## src/rtl/alu_op_sequencer.sv

```systemverilog
// alu_op_sequencer
//   Initiator side of the datapath ALU interface. It accepts one command at a
//   time: an 11-bit LEGv8 opcode plus two operands. It decodes the opcode into
//   the 4-bit ALU control code and drives the external ALU from registers. It
//   holds those inputs for SETTLE cycles, then captures BusW/Zero and returns
//   the result over a valid/ready response handshake.
//
// Parameters
//   n        operand/result width
//   SETTLE   cycles the ALU inputs are held before capture (>= 1)
//
// Ports
//   Clk, Reset           rising-edge clock, asynchronous active-high reset
//   CmdValid/CmdReady    command handshake (CmdReady high only in IDLE)
//   CmdOpcode            LEGv8 opcode bits [31:21]
//   CmdA, CmdB           operands (CmdB is the shift amount for LSL/LSR)
//   AluA, AluB, AluCtrl  registered drive to the external ALU
//   AluW, AluZero        result and zero flag returned by the external ALU
//   RspValid/RspReady    response handshake
//   RspData, RspZero     captured result and locally computed zero flag
//   RspErr               unknown opcode (RspData and RspZero forced to 0)
//   ZeroFault            sticky: the ALU Zero flag disagreed with BusW at a capture

module alu_op_sequencer #(
   parameter int n      = 64,
   parameter int SETTLE = 2
) (
   input  logic         Clk,
   input  logic         Reset,
   input  logic         CmdValid,
   output logic         CmdReady,
   input  logic [10:0]  CmdOpcode,
   input  logic [n-1:0] CmdA,
   input  logic [n-1:0] CmdB,
   output logic [n-1:0] AluA,
   output logic [n-1:0] AluB,
   output logic [3:0]   AluCtrl,
   input  logic [n-1:0] AluW,
   input  logic         AluZero,
   output logic         RspValid,
   input  logic         RspReady,
   output logic [n-1:0] RspData,
   output logic         RspZero,
   output logic         RspErr,
   output logic         ZeroFault
);

   // A zero-cycle settle window would capture BusW before the ALU has seen its inputs.
   generate
      if (SETTLE < 1) begin : g_bad_settle
         $error("alu_op_sequencer: SETTLE must be >= 1");
      end
   endgenerate

   localparam int CW = (SETTLE > 1) ? $clog2(SETTLE) : 1;
   localparam logic [CW-1:0] COUNT_LOAD = CW'(SETTLE - 1);

   typedef enum logic [1:0] {
      S_IDLE,
      S_SETTLE,
      S_DONE
   } state_t;

   state_t        state;
   logic [CW-1:0] settle_count;
   logic [3:0]    op_ctrl;
   logic          op_known;
   logic          w_is_zero;

   // The opcode decoder works on the live command opcode. Its result is used only
   // on the accept edge. CBZ and MOVZ ignore their low opcode bits, so they use
   // don't-care patterns.
   always_comb begin
      op_ctrl  = 4'b0000;
      op_known = 1'b1;
      casez (CmdOpcode)
         11'b10001011000,
         11'b11111000010,
         11'b11111000000: op_ctrl = 4'b0010;
         11'b11001011000: op_ctrl = 4'b0110;
         11'b10001010000: op_ctrl = 4'b0000;
         11'b10101010000: op_ctrl = 4'b0001;
         11'b11010011011: op_ctrl = 4'b0011;
         11'b11010011010: op_ctrl = 4'b0100;
         11'b10110100???,
         11'b110100101??: op_ctrl = 4'b0111;
         default:         op_known = 1'b0;
      endcase
   end

   // The response zero flag comes from BusW itself, so a faulty ALU Zero line can be detected.
   assign w_is_zero = (AluW == '0);

   // CmdReady is a pure decode of the state register, so it rises during reset.
   assign CmdReady = (state == S_IDLE);

   // This is the sequencer. IDLE accepts a command. SETTLE holds the ALU inputs
   // and counts down. DONE presents the response until the consumer takes it.
   // An unknown opcode skips SETTLE and leaves the ALU drive untouched.
   always_ff @(posedge Clk or posedge Reset) begin
      if (Reset) begin
         state        <= S_IDLE;
         settle_count <= '0;
         AluA         <= '0;
         AluB         <= '0;
         AluCtrl      <= 4'b0000;
         RspValid     <= 1'b0;
         RspData      <= '0;
         RspZero      <= 1'b0;
         RspErr       <= 1'b0;
         ZeroFault    <= 1'b0;
      end else begin
         case (state)
            S_IDLE: begin
               if (CmdValid) begin
                  if (op_known) begin
                     AluA         <= CmdA;
                     AluB         <= CmdB;
                     AluCtrl      <= op_ctrl;
                     settle_count <= COUNT_LOAD;
                     state        <= S_SETTLE;
                  end else begin
                     RspErr   <= 1'b1;
                     RspData  <= '0;
                     RspZero  <= 1'b0;
                     RspValid <= 1'b1;
                     state    <= S_DONE;
                  end
               end
            end
            S_SETTLE: begin
               if (settle_count != '0) begin
                  settle_count <= settle_count - 1'b1;
               end else begin
                  RspData   <= AluW;
                  RspZero   <= w_is_zero;
                  RspErr    <= 1'b0;
                  RspValid  <= 1'b1;
                  ZeroFault <= ZeroFault | (AluZero != w_is_zero);
                  state     <= S_DONE;
               end
            end
            S_DONE: begin
               if (RspReady) begin
                  RspValid <= 1'b0;
                  state    <= S_IDLE;
               end
            end
            default: state <= S_IDLE;
         endcase
      end
   end

endmodule

```

## config.mk

```make
export PLATFORM = sky130hd
export DESIGN_NAME = alu_op_sequencer
export DESIGN_NICKNAME = d
export VERILOG_FILES = /design/src/rtl/alu_op_sequencer.sv
export SDC_FILE = /design/constraint.sdc
export NUM_CORES = 1
export LEC_CHECK = 0
export ABC_AREA = 1
export CAP_MARGIN = 20
export CORE_MARGIN = 8
export CORE_UTILIZATION = 40
export DETAILED_ROUTE_END_ITERATION = 8
export PLACE_DENSITY = 0.79
export REMOVE_ABC_BUFFERS = 1
export SYNTH_ARGS = -nofsm -noshare
export SYNTH_HDL_FRONTEND = slang
export SYNTH_SLANG_ARGS = --single-unit
```

## constraint.sdc

```tcl
create_clock -name Clk -period 12.4 [get_ports Clk]
set_input_delay 1.86 -clock Clk [delete_from_list [all_inputs] [get_ports Clk]]
set_output_delay 1.86 -clock Clk [all_outputs]
set_load 0.02 [all_outputs]
```

; Word-level counts from Yosys, hierarchy flattened
; Cells that the tools add are included.
[classes]
bitwise = 2
multipliers = 0
order_cmp = 0
shift = 0
n_div = 0
n_eq_ne = 18
reduce_logical = 13
mux = 26
n_addsub = 1
[ops]
columns = cell, n
row1 = $mux W64, 3
row2 = $pmux W64 S2, 1
row3 = $eq A11 B11 Y1 const B, 8
row4 = $logic_not A64 Y1, 1
row5 = $pmux W3 S6, 1
row6 = $mux W1, 12
row7 = $reduce_or A10 Y1, 1
row8 = $eq A9 B9 Y1 const B, 1
row9 = $reduce_and A3 Y1, 3
row10 = $eq A8 B8 Y1 const B, 1
row11 = $mux W2, 4
row12 = $ne A2 B2 Y1 const B, 4
row13 = $pmux W1 S2, 3
row14 = $pmux W2 S3, 1
row15 = $reduce_and A5 Y1, 1
row16 = $reduce_and A4 Y1, 1
row17 = $pmux W1 S3, 1
row18 = $reduce_bool A3 Y1, 1
row19 = $reduce_or A3 Y1, 1
row20 = $eq A2 B1 Y1 const B, 1
row21 = $eq A2 B2 Y1 const B, 1
row22 = $logic_not A2 Y1, 1
row23 = $ne A2 B1 Y1 const B, 1
row24 = $reduce_and A2 Y1, 1
row25 = 6 further kinds, 6
[word_totals]
latch_bits = 0
rom_bits = 0
out_inout_bits = 201
mem_bits_rw = 0
ff_bits = 203
n_memories = 0
word_cells = 70
input_bits = 208

; Logic depth before layout (Yosys ltp)
[logic_depth]
word_depth = 6
depth_mapped = 13
depth_no_buf = 11

; Worst setup path after synthesis
; OpenSTA, ideal clock, no wires.
[synth_path]
path_type = input to register
from = input CmdOpcode[5]
to = register RspData[34]
setup_ns = 0.117
t_arrival_ns = 2.949
stages = 13
path_buffers = 2
required_ns = 12.283
slack_ns = 9.334
path_cell_list = inv_1 nand2_1 nor2_1 nand3_1 nand2_1 nor2_1 nand3_2 nand2_1 nand2_2 buf_6 buf_6 nand2_1 nand2_1
[synth_via]
elab_chain_cells = 5
word_cells_on_any_way = 14
classes_between = eq/ne: 11 / mux: 1 / reduce/logical: 2
[synth_rtl]
columns = item, line_no
row1 = from (decl), 32  ; input logic [10:0] CmdOpcode,
row2 = $eq A11 B11 Y1 (tied with other cells), 76  ; casez (CmdOpcode)
row3 = $reduce_or A10 Y1 (no line) *, -
row4 = $mux W1 *, 76
row5 = $ne A2 B2 Y1 (no line) *, -
row6 = $reduce_and A4 Y1 (no line) *, -
row7 = to (signal assigned), 135  ; RspData <= AluW;
row8 = to (decl), 42  ; output logic [n-1:0] RspData,
; Every way passes the cells marked *; elsewhere a longest branch is shown, timed or not.
; A chain may end at the register's enable or synchronous reset.

; Final worst setup path
[layout_path]
from = input CmdOpcode[9]
to = register AluB[62]
[layout_via]
elab_chain_cells = 4
word_cells_on_any_way = 13
classes_between = eq/ne: 10 / mux: 1 / reduce/logical: 2
[layout_rtl]
columns = item, line_no
row1 = $eq A11 B11 Y1 (tied with other cells), 76
row2 = $reduce_or A10 Y1 (no line) *, -
row3 = $mux W1 *, 76
row4 = $reduce_and A3 Y1 (no line) *, -
row5 = to (signal assigned), 118  ; AluB <= CmdB;
row6 = to (decl), 36  ; output logic [n-1:0] AluB,
; Marks and branches as above.

==> qor.yml <==
logic_synthesis:
  synth_adder_area_share: 0
  synth_compound_area_frac: 0.00384
  synth_top_family_by_area: "simple AND/OR/NAND/NOR gates"
  synthCells: 1009
  avgSynthCellArea_um2: 8.40
  ys_seq_elements: 202
  syn_area_um2: 8480
  seq_area_frac_synth: 0.596
  synth_xor_area_frac: 0.00103
  yosys.area_share.simple: 0.354
  synth.area.mux_share: 0
  ys.warnings.count: 0
  synthDistinctLibCells: 24
power:
  vdd_drop_max_v: 0.000105
  sequentialPowerShare: 0.381
  power.share.clock: 0.335
  p_int_w: 0.00141
  swShare: 0.320
  power_density_nw_per_um2: 155
  p_comb_frac: 0.285
  p_sw_w: 0.000664
  p_leak_nw: 6.62
critical_path:
  cp-end-kind: "register"
  crit_cells: 11
  required_ns: 12.83
  start_kind: "primary input"
  crit_chain: "clkdlybuf4s50_1 > nand2_1 > nor2_1 > nand3_1 > nand2_1 > nor2_1 > nand3_4 > nand2_4 > buf_4 > nand2_1 > nand2_1"
  path_max_fanout: 76
  arrival_ns: 5.33
  path_buf_inv: 2
  critPathLaunch: "CmdOpcode[9]"
  worstSetupPathType: "primary input to register"
  cp_slowest_cell: "nand2_4"
  max_stage_delay_ns: 0.76
  rrSetupSlack_ns: 9.33
  path_common_cell: "nand2_1"
  r2r-start: "state[1]"
  critPathTopFamily: "simple AND/OR/NAND/NOR gates"
  timing.rr.end: "RspData[1]"
  r2r_cells: 10
routing:
  antenna_left: 0
  vias_per_cell: 4.95
  drt_iter0_markers: 579
  drc_errors: 0
  met3_length_mm: 3.89
  top_layer_used: "met5"
  met1_length_mm: 11.0
  totalWireLength_mm: 30.5
  vias: 8306
  avgRoutedWirePerCell_um: 18.2
  drtPass1Iterations: 5
  dr_wl_met2_mm: 14.7
outcome:
  status: "completed"
floorplan:
  rows: 53
  die_w_um: 162
  boundaryPins: 409
  core_um2: 20900
  die_y_um: 162
  floorplan.initialDensity: 0.406
  die_area_um2: 26100
layout:
  final_area_um2: 13400
  fillCellCount: 1752
  layout-drive-gt1-share: 0.0386
  multi_input_area_um2: 3070
  utilization: 0.644
  fin_nets: 1593
  regArea_um2: 5050
  area_growth_pct: 58.5
sta:
  rsz0062_at_grt: "false"
  fmax_mhz: 204
  finalHoldViolCount: 0
  skew_ns: 0.00805
  finalCriticalPeriod_ns: 4.90
  period_share: 0.395
  setup_tns_ns: 0
  worstMarginPinSlew_ns: 0.967
  finalHoldWorstSlack_ns: 0.467
  slew_viol_final: 0
  relSlewSlack: 0.355
  setup_viol_count_final: 0
clock_tree:
  clk_latency_ns: 0.50
  cts_hold_buf: 0
  numCtsBuffers: 23
  clk_path_buf_depth: 3
  root_buffer: "clkbuf_16"
  clk_pin_slew_worst_paths_ns: 0.06
  post_cts_resized: 0
  postCtsSetupRepairBufs: 0
  h-tree-depth: 1
  cts_tree: "done"
  cts_sinks: 202
place:
  dp_hpwl_mm: 22.2
  place_area_um2: 12700
  portBuffers: 407
  place_congestion: 0.898
grt:
  grt_usage: 0.226
  grt_max_degree: 129
  grt_pass1_vias: 8404
  antenna_found_initial: 3
  grt_first_pass_wirelength_mm: 47.3
  grt-ovfl-total: 0
min_path:
  hold_start: "RspData[42]"
  min_to: "RspData[42]"
  hold_path_depth: 2
  worst_hold_path_type: "register to register"
run:
  max-cap-violations: 0
-- power by group through the flow --
stage	clock network, W	registers, W	logic (W)
CTS	0.000710	0.000791	0.000600
finish	0.000695	0.000791	0.000592
detailed placement	0	0.000801	0.000598
global placement	0	0.000798	0.000591
floorplan	0	0.000899	0.000165
global route	0.000733	0.000800	0.000639
-- synth_stat cells (all sizes together) --
library cell,instances,area [um2]
nand3,203,1020
and3,1,6.26
a211oi,1,7.51
xnor2,1,8.76
buf,51,275
nor4,1,6.26
nand2,444,1670
clkbuf,13,48.8
o21ai,5,25.0
conb,1,3.75
nor3,4,31.3
dfrtp,202,5050
nand3b,1,7.51
inv,15,56.3
nor2,65,249
nand4,1,6.26
-- cells by family (layout without fill, tap and decap cells) --
logic type / Yosys count / count (layout)
simple gates: 720 / 720
buf+inv: 79 / 470
compound gates: 6 / 6
other cells: 1 / 3
xor+xnor: 1 / 1
flops: 202 / 202
-- metrics by stage --
step	total power (W)	instances	worst slack, ns
detailed placement	0.00140	1635	7.00
global placement	0.00139	1635	7.04
floorplan	0.00106	945	5.03
finish	0.00208	1677	7.50
CTS	0.00210	1675	7.52
global route	0.00217	1677	7.16
-- metal layers --
metal | vias to the layer above | global-route usage
met5 | - | 0
met4 | 2 | 0.0774
met3 | 60 | 0.107
met2 | 362 | 0.375
met1 | 3904 | 0.250
li1 | 3978 | -
-- placed cells by master, fill, tap and decap left out, drive strengths merged --
cell type      instances
a211oi                 1
and3                   1
buf                    8
bufinv                 3
clkbuf                30
clkdlybuf4s50        407
clkinv                 5
clkinvlp               2
conb                   1
dfrtp                202
diode                  2
inv                   15
nand2                444
nand3                203
nand3b                 1
nand4                  1
nor2                  65
nor3                   4
nor4                   1
o21ai                  5
xnor2                  1
-- cell type report --
cell class,instances,share of cell area
antenna,2,0.000372
clock buffer,30,0.0477
clock inverter,10,0.00968
inverter,15,0.00475
multi-input combinational,728,0.228
sequential,202,0.376
tap,275,0.0256
timing repair buffer,415,0.308
-- worst min-delay path, cell delays in order, from the launching register on --
cell	delay [ns]
dfrtp_1	0.34
nand2_1	0.05
nand2_1	0.04
-- sequential cells by signal, summed over array words and instances, names as in the netlist --
signal	flops
AluA	64
AluB	64
RspData	64
AluCtrl	3
state	2
RspErr	1
RspValid	1
RspZero	1
ZeroFault	1
settle_count	1
-- worst max path at each step --
stage,slack [ns],end
floorplan,5.03,AluA[0]
global placement,7.04,AluCtrl[1]
detailed placement,7.00,AluCtrl[2]
CTS,7.52,AluCtrl[2]
global route,7.16,AluA[60]
finish,7.50,AluB[62]
Power figures use the tool's default switching activity.
